$ cat src/rtl/pc_seq_pkg.sv
// Shared types and defaults for the fetch sequencer in front of the pc unit.
// The optional performance counters are enabled with the PC_SEQ_PERF_EN macro.
package pc_seq_pkg;

    typedef enum logic [1:0] {
        BOOT  = 2'd0,
        FETCH = 2'd1,
        HALT  = 2'd2
    } seq_state_t;

    localparam logic [31:0] DEFAULT_RESET_VEC = 32'h0000_0000;
    localparam logic [31:0] DEFAULT_TRAP_VEC  = 32'h0000_0100;
    localparam int          DEFAULT_INC_BY    = 4;

    // A target is misaligned when any bit below the stride is set.
    function automatic logic isMisaligned(input logic [31:0] addr, input logic [31:0] mask);
        return (addr & mask) != 32'd0;
    endfunction

endpackage

$ cat src/rtl/pc_seq_perf.sv
// Saturating event counters for the fetch sequencer: completed fetch
// handshakes and redirect (flush) cycles. Only built with PC_SEQ_PERF_EN.
module pc_seq_perf (
    input  logic        clk_i,
    input  logic        rst_i,
    input  logic        fetch_done_i,
    input  logic        redirect_i,
    output logic [31:0] fetch_cnt_o,
    output logic [31:0] redir_cnt_o
);

    logic [31:0] r_fetchCnt;
    logic [31:0] r_redirCnt;

    // Count completed fetch handshakes, sticking at all-ones.
    always_ff @(posedge clk_i or posedge rst_i) begin
        if (rst_i) begin
            r_fetchCnt <= 32'd0;
        end else if (fetch_done_i && (r_fetchCnt != 32'hFFFF_FFFF)) begin
            r_fetchCnt <= r_fetchCnt + 32'd1;
        end
    end

    // Count cycles that squash the in-flight fetch, sticking at all-ones.
    always_ff @(posedge clk_i or posedge rst_i) begin
        if (rst_i) begin
            r_redirCnt <= 32'd0;
        end else if (redirect_i && (r_redirCnt != 32'hFFFF_FFFF)) begin
            r_redirCnt <= r_redirCnt + 32'd1;
        end
    end

    assign fetch_cnt_o = r_fetchCnt;
    assign redir_cnt_o = r_redirCnt;

endmodule

$ cat src/rtl/pc_seq_ctrl.sv
// Fetch sequencer: the only driver of the pc unit's enable/load controls.
// Each cycle it holds, increments or loads the PC, arbitrating exception and
// branch redirects against sequential fetch, trapping misaligned branch
// targets, and supporting halt/wake. Define PC_SEQ_PERF_EN to add the
// fetch/redirect counters.
module pc_seq_ctrl
    import pc_seq_pkg::*;
#(
    parameter logic [31:0] RESET_VEC = DEFAULT_RESET_VEC,
    parameter logic [31:0] TRAP_VEC  = DEFAULT_TRAP_VEC,
    parameter int          INC_BY    = DEFAULT_INC_BY
) (
    input  logic        clk_i,
    input  logic        rst_i,
    input  logic [31:0] pc_i,
    input  logic        br_req_i,
    input  logic [31:0] br_tgt_i,
    input  logic        exc_req_i,
    input  logic        halt_i,
    input  logic        imem_rdy_i,
    output logic        imem_req_o,
    output logic [31:0] imem_addr_o,
    output logic        pc_en_o,
    output logic        pc_ld_o,
    output logic [31:0] pc_ld_val_o,
    output logic        flush_o,
`ifdef PC_SEQ_PERF_EN
    output logic        misalign_o,
    output logic [31:0] fetch_cnt_o,
    output logic [31:0] redir_cnt_o
`else
    output logic        misalign_o
`endif
);

    // Mask form of the low-bit alignment check; also valid when INC_BY is 1.
    localparam logic [31:0] ALIGN_MASK = 32'(INC_BY - 1);

    seq_state_t  r_state;
    seq_state_t  w_nextState;
    logic        w_req;
    logic        w_en;
    logic        w_ld;
    logic [31:0] w_ldVal;
    logic        w_flush;
    logic        w_misalign;

    // State register; reset always restarts from the boot load.
    always_ff @(posedge clk_i or posedge rst_i) begin
        if (rst_i) begin
            r_state <= BOOT;
        end else begin
            r_state <= w_nextState;
        end
    end

    // Next state and the per-cycle hold/increment/load decision.
    always_comb begin
        w_nextState = r_state;
        w_req       = 1'b0;
        w_en        = 1'b0;
        w_ld        = 1'b0;
        w_ldVal     = 32'd0;
        w_flush     = 1'b0;
        w_misalign  = 1'b0;
        unique case (r_state)
            BOOT: begin
                w_en        = 1'b1;
                w_ld        = 1'b1;
                w_ldVal     = RESET_VEC;
                w_nextState = FETCH;
            end
            FETCH: begin
                if (exc_req_i) begin
                    w_en    = 1'b1;
                    w_ld    = 1'b1;
                    w_ldVal = TRAP_VEC;
                    w_flush = 1'b1;
                end else if (br_req_i && isMisaligned(br_tgt_i, ALIGN_MASK)) begin
                    w_en       = 1'b1;
                    w_ld       = 1'b1;
                    w_ldVal    = TRAP_VEC;
                    w_flush    = 1'b1;
                    w_misalign = 1'b1;
                end else if (br_req_i) begin
                    w_en    = 1'b1;
                    w_ld    = 1'b1;
                    w_ldVal = br_tgt_i;
                    w_flush = 1'b1;
                end else if (halt_i) begin
                    w_nextState = HALT;
                end else begin
                    w_req = 1'b1;
                    w_en  = imem_rdy_i;
                end
            end
            HALT: begin
                if (exc_req_i) begin
                    w_en        = 1'b1;
                    w_ld        = 1'b1;
                    w_ldVal     = TRAP_VEC;
                    w_flush     = 1'b1;
                    w_nextState = FETCH;
                end else if (!halt_i) begin
                    w_nextState = FETCH;
                end
            end
            default: begin
                w_nextState = BOOT;
            end
        endcase
    end

    assign imem_req_o  = w_req      & ~rst_i;
    assign imem_addr_o = rst_i ? 32'd0 : pc_i;
    assign pc_en_o     = w_en       & ~rst_i;
    assign pc_ld_o     = w_ld       & ~rst_i;
    assign pc_ld_val_o = rst_i ? 32'd0 : w_ldVal;
    assign flush_o     = w_flush    & ~rst_i;
    assign misalign_o  = w_misalign & ~rst_i;

`ifdef PC_SEQ_PERF_EN
    logic w_fetchDone;
    assign w_fetchDone = imem_req_o & imem_rdy_i;

    pc_seq_perf u_perf (
        .clk_i        (clk_i),
        .rst_i        (rst_i),
        .fetch_done_i (w_fetchDone),
        .redirect_i   (flush_o),
        .fetch_cnt_o  (fetch_cnt_o),
        .redir_cnt_o  (redir_cnt_o)
    );
`endif

endmodule
$ cat config.mk
export PLATFORM = sky130hd
export DESIGN_NAME = pc_seq_ctrl
export DESIGN_NICKNAME = d
export VERILOG_FILES = /design/src/rtl/pc_seq_pkg.sv /design/src/rtl/pc_seq_perf.sv /design/src/rtl/pc_seq_ctrl.sv
export SDC_FILE = /design/constraint.sdc
export NUM_CORES = 1
export LEC_CHECK = 0
export ABC_AREA = 1
export CAP_MARGIN = 20
export CORE_ASPECT_RATIO = 1.5
export CORE_MARGIN = 2
export CORE_UTILIZATION = 23
export CTS_CLUSTER_DIAMETER = 200
export DETAILED_ROUTE_END_ITERATION = 10
export GPL_TIMING_DRIVEN = 0
export PLACE_DENSITY = 0.82
export SYNTH_ARGS = -nofsm -noshare
export SYNTH_HDL_FRONTEND = slang
export SYNTH_SLANG_ARGS = --single-unit
$ cat constraint.sdc
create_clock -name clk_i -period 2.1 [get_ports clk_i]
set_input_delay 0.315 -clock clk_i [delete_from_list [all_inputs] [get_ports clk_i]]
set_output_delay 0.315 -clock clk_i [all_outputs]
set_load 0.1 [all_outputs]
==> flow_summary.json <==
{
  "status": "finished, violations left",
  "violations": "negative setup slack",
  "top_register": "r_state",
  "p_leak_nw": 1.597,
  "timing.rr.start": "r_state[0]",
  "cts_root_buffer": "clkbuf_8",
  "max_stage_delay_ns": 0.40,
  "r2r_slack_ns": 0.62,
  "crit_family": "buffers and inverters",
  "synth_edf_count": 0,
  "largest_register_ffs": 2,
  "final_core_util_pct": 85.90,
  "synth.distinct_cells": 25,
  "hold_path.class": "primary input to asynchronous set/reset pin",
  "postSynthCellCount": 153,
  "die_w_um": 54.75,
  "die-area_um2": 4386,
  "power.density_nw_per_um2": 664.9,
  "h-tree-depth": 1,
  "numCtsBuffers": 3,
  "fin_crit_sh_pct": 111.2,
  "yosys.cell_count.top_type": "inv_1",
  "synth_commonest_cells": "inv_1 (41), nor2_1 (34), nor3b_1 (19)",
  "drive_above_1_share_pct": 54.58,
  "path_max_fanout": 6,
  "fin_skew_ns": 0.002715,
  "synthesis.area_per_instance_um2": 5.806,
  "finalMaxSlewViolations": 0,
  "num_antenna_cells": 0,
  "core_region_area_um2": 3682,
  "grt_pass1_vias": 1663,
  "final_nets": 382,
  "antenna_left": 0,
  "critical_path_arrival_ns": 2.02,
  "yosys-top-cells-area": "inv_1 (17%), nor3b_1 (16%), nor2_1 (14%)",
  "tightest_slew_ns": 0.9908,
  "synth_top_area_cell": "inv_1",
  "grt_max_degree": 11,
  "reg2reg_to": "r_state[0]",
  "timing.final.ws_setup_ns": -0.2356,
  "min_period_ns": 2.336,
  "synth-seq-area-share_pct": 5.634,
  "drt-pass1-iter-count": 4,
  "worstPathCellList": "inv_2 -> ha_4 -> nand2_4 -> nor2_4 -> nand2_4 -> buf_12 -> buf_16 -> nor3b_4 -> buf_12",
  "start_util_pct": 24.13,
  "critPathRequiredTime_ns": 1.78,
  "place.gp.congestion": 0.7978,
  "num_rows": 27,
  "synth_top_area_share_pct": 17.32,
  "clkSinkCount": 2,
  "path_clk_slew_ns": 0.03,
  "die_h_um": 80.12,
  "pre_cts_ws_ns": -1.106,
  "vdd_ir_drop_max_uv": 650.9,
  "routed_wl_um": 6102,
  "cap_violations": 0,
  "fmax_ghz": 0.4282,
  "rsz0062_at_grt": "yes",
  "io_pins": 139,
  "drc_errors": 0,
  "fin_cells": 349,
  "clockBufferDepth": 2,
  "top_regs": "r_state (2)",
  "grtUsageTotal_pct": 26.25,
  "antenna_found_initial": 0,
  "synthArstFlopShare_pct": 100.0,
  "synth_flop_cell": "dfrtp_1",
  "synth_warnings": 0,
  "viasPerCell": 4.628,
  "clk_latency_ns": 0.21,
  "startpoint_type": "register",
  "wl_per_cell_um": 17.48,
  "cpMaxStageDelayCell": "dfrtp_1",
  "drt_iter0_markers": 51,
  "grt_overflow_total": 0,
  "finalSetupViolations": 29,
  "place_inst": 332,
  "grt_pass1_wl_um": 8438,
  "cts_tree": "yes",
  "netlist_area_um2": 888.4,
  "hold_viol": 0,
  "rr_worst_depth": 7,
  "area_growth_pct": 256.1,
  "crit_buf_inv": 4,
  "synth-seq-cells": 2,
  "dp.final_hpwl_um": 3721,
  "slew_headroom_pct": 34.21,
  "vias": 1615,
  "placement.io_buffers": 135,
  "p_total_mw": 2.103,
  "whs_ns": 0.5435,
  "path_class": "register to output pin",
  "end_kind": "output pin"
}
==> metrics by stage <==
step                      area [µm²]  setup TNS, ns
after floorplan                 1325         -7.593
after global placement          2730         -39.39
after detailed placement        2730         -40.53
after CTS                       3197         -3.404
after global routing            3163         -7.489
final                           3163         -5.485
==> how the worst max path moves through the flow <==
stage | startpoint | endpoint | slack [ns] | cells past startpoint
finish | r_state[0] | pc_ld_val_o[29] | -0.24 | 9
global route | r_state[0] | pc_ld_val_o[29] | -0.30 | 9
CTS | r_state[0] | pc_ld_val_o[18] | -0.16 | 9
detailed placement | br_req_i | pc_ld_val_o[28] | -1.11 | 5
global placement | br_req_i | pc_ld_val_o[29] | -1.06 | 5
floorplan | r_state[0] | pc_ld_val_o[21] | -0.38 | 8
==> cell usage in the layout, fill, tap and decap left out, types with 2 or more instances in the layout <==
master	count
a21oi_2	2
inv_1	39
clkbuf_2	30
nand3_1	4
buf_16	2
conb_1	2
buf_6	5
nor3b_4	29
nor2_2	31
inv_2	2
buf_12	35
clkdlybuf4s50_1	67
clkbuf_8	4
buf_4	11
dfrtp_1	2
nand2_4	2
nor3_4	2
clkbuf_1	3
nand2_1	10
nor2_1	3
ha_1	2
ha_4	2
or2_2	2
==> kinds of logic (layout without fill, tap and decap cells) <==
| logic type | Yosys count | in the layout | synth area share [%] |
|---|---|---|---|
| DFF | 2 | 2 | 5.634 |
| and+or+nand+nor | 86 | 86 | 57.89 |
| AOI/OAI and AO/OA | 6 | 6 | 3.943 |
| buffers and inverters | 54 | 206 | 26.48 |
| other | 1 | 2 | 0.4221 |
| adders and majority gates | 4 | 4 | 5.634 |
==> worst register-to-register path, stage by stage (launching register included) <==
cell	delay [ns]
dfrtp_1	0.41
buf_4	0.15
buf_4	0.13
ha_4	0.18
nand2_2	0.12
clkbuf_16	0.21
nand4_1	0.10
nand2_1	0.10
==> report_power, final <==
part	total, mW	leakage [nW]	switching (mW)	internal, mW
sequential	0.0749	0.0249	0.0175	0.0574
combinational	1.87	1.55	1.20	0.673
clock	0.153	0.0216	0.0318	0.121
==> per-layer routing <==
metal | GRT usage, % | wire length [µm] | vias up
met5 | 0 | 0 | -
met4 | 10.00 | 150 | 0
met3 | 10.04 | 679 | 16
met2 | 46.43 | 3330 | 112
met1 | 26.27 | 1941 | 730
li1 | - | - | 757
==> area by class of cell <==
| cell class | instances | area (µm²) |
|---|---|---|
| Timing Repair Buffer | 150 | 1705 |
| Tap cell | 43 | 53.80 |
| Multi-Input combinational cell | 98 | 1030 |
| Inverter | 42 | 158.9 |
| Sequential cell | 2 | 50.05 |
| Clock buffer | 3 | 41.29 |
| Fill cell | 198 | 519.2 |
| Buffer | 11 | 123.9 |
==> repair_timing <==
action                                  in CTS  in global routing
buffers inserted                             7                  5
resized for setup                          349                 71
hold buffers                                 1                  0
cloned                                       2                  0
pin swaps                                    8                  8
endpoints found under the setup margin      67                 65
hold endpoints to repair                     2                  0
Note: power is estimated with default switching activity, not from simulation.
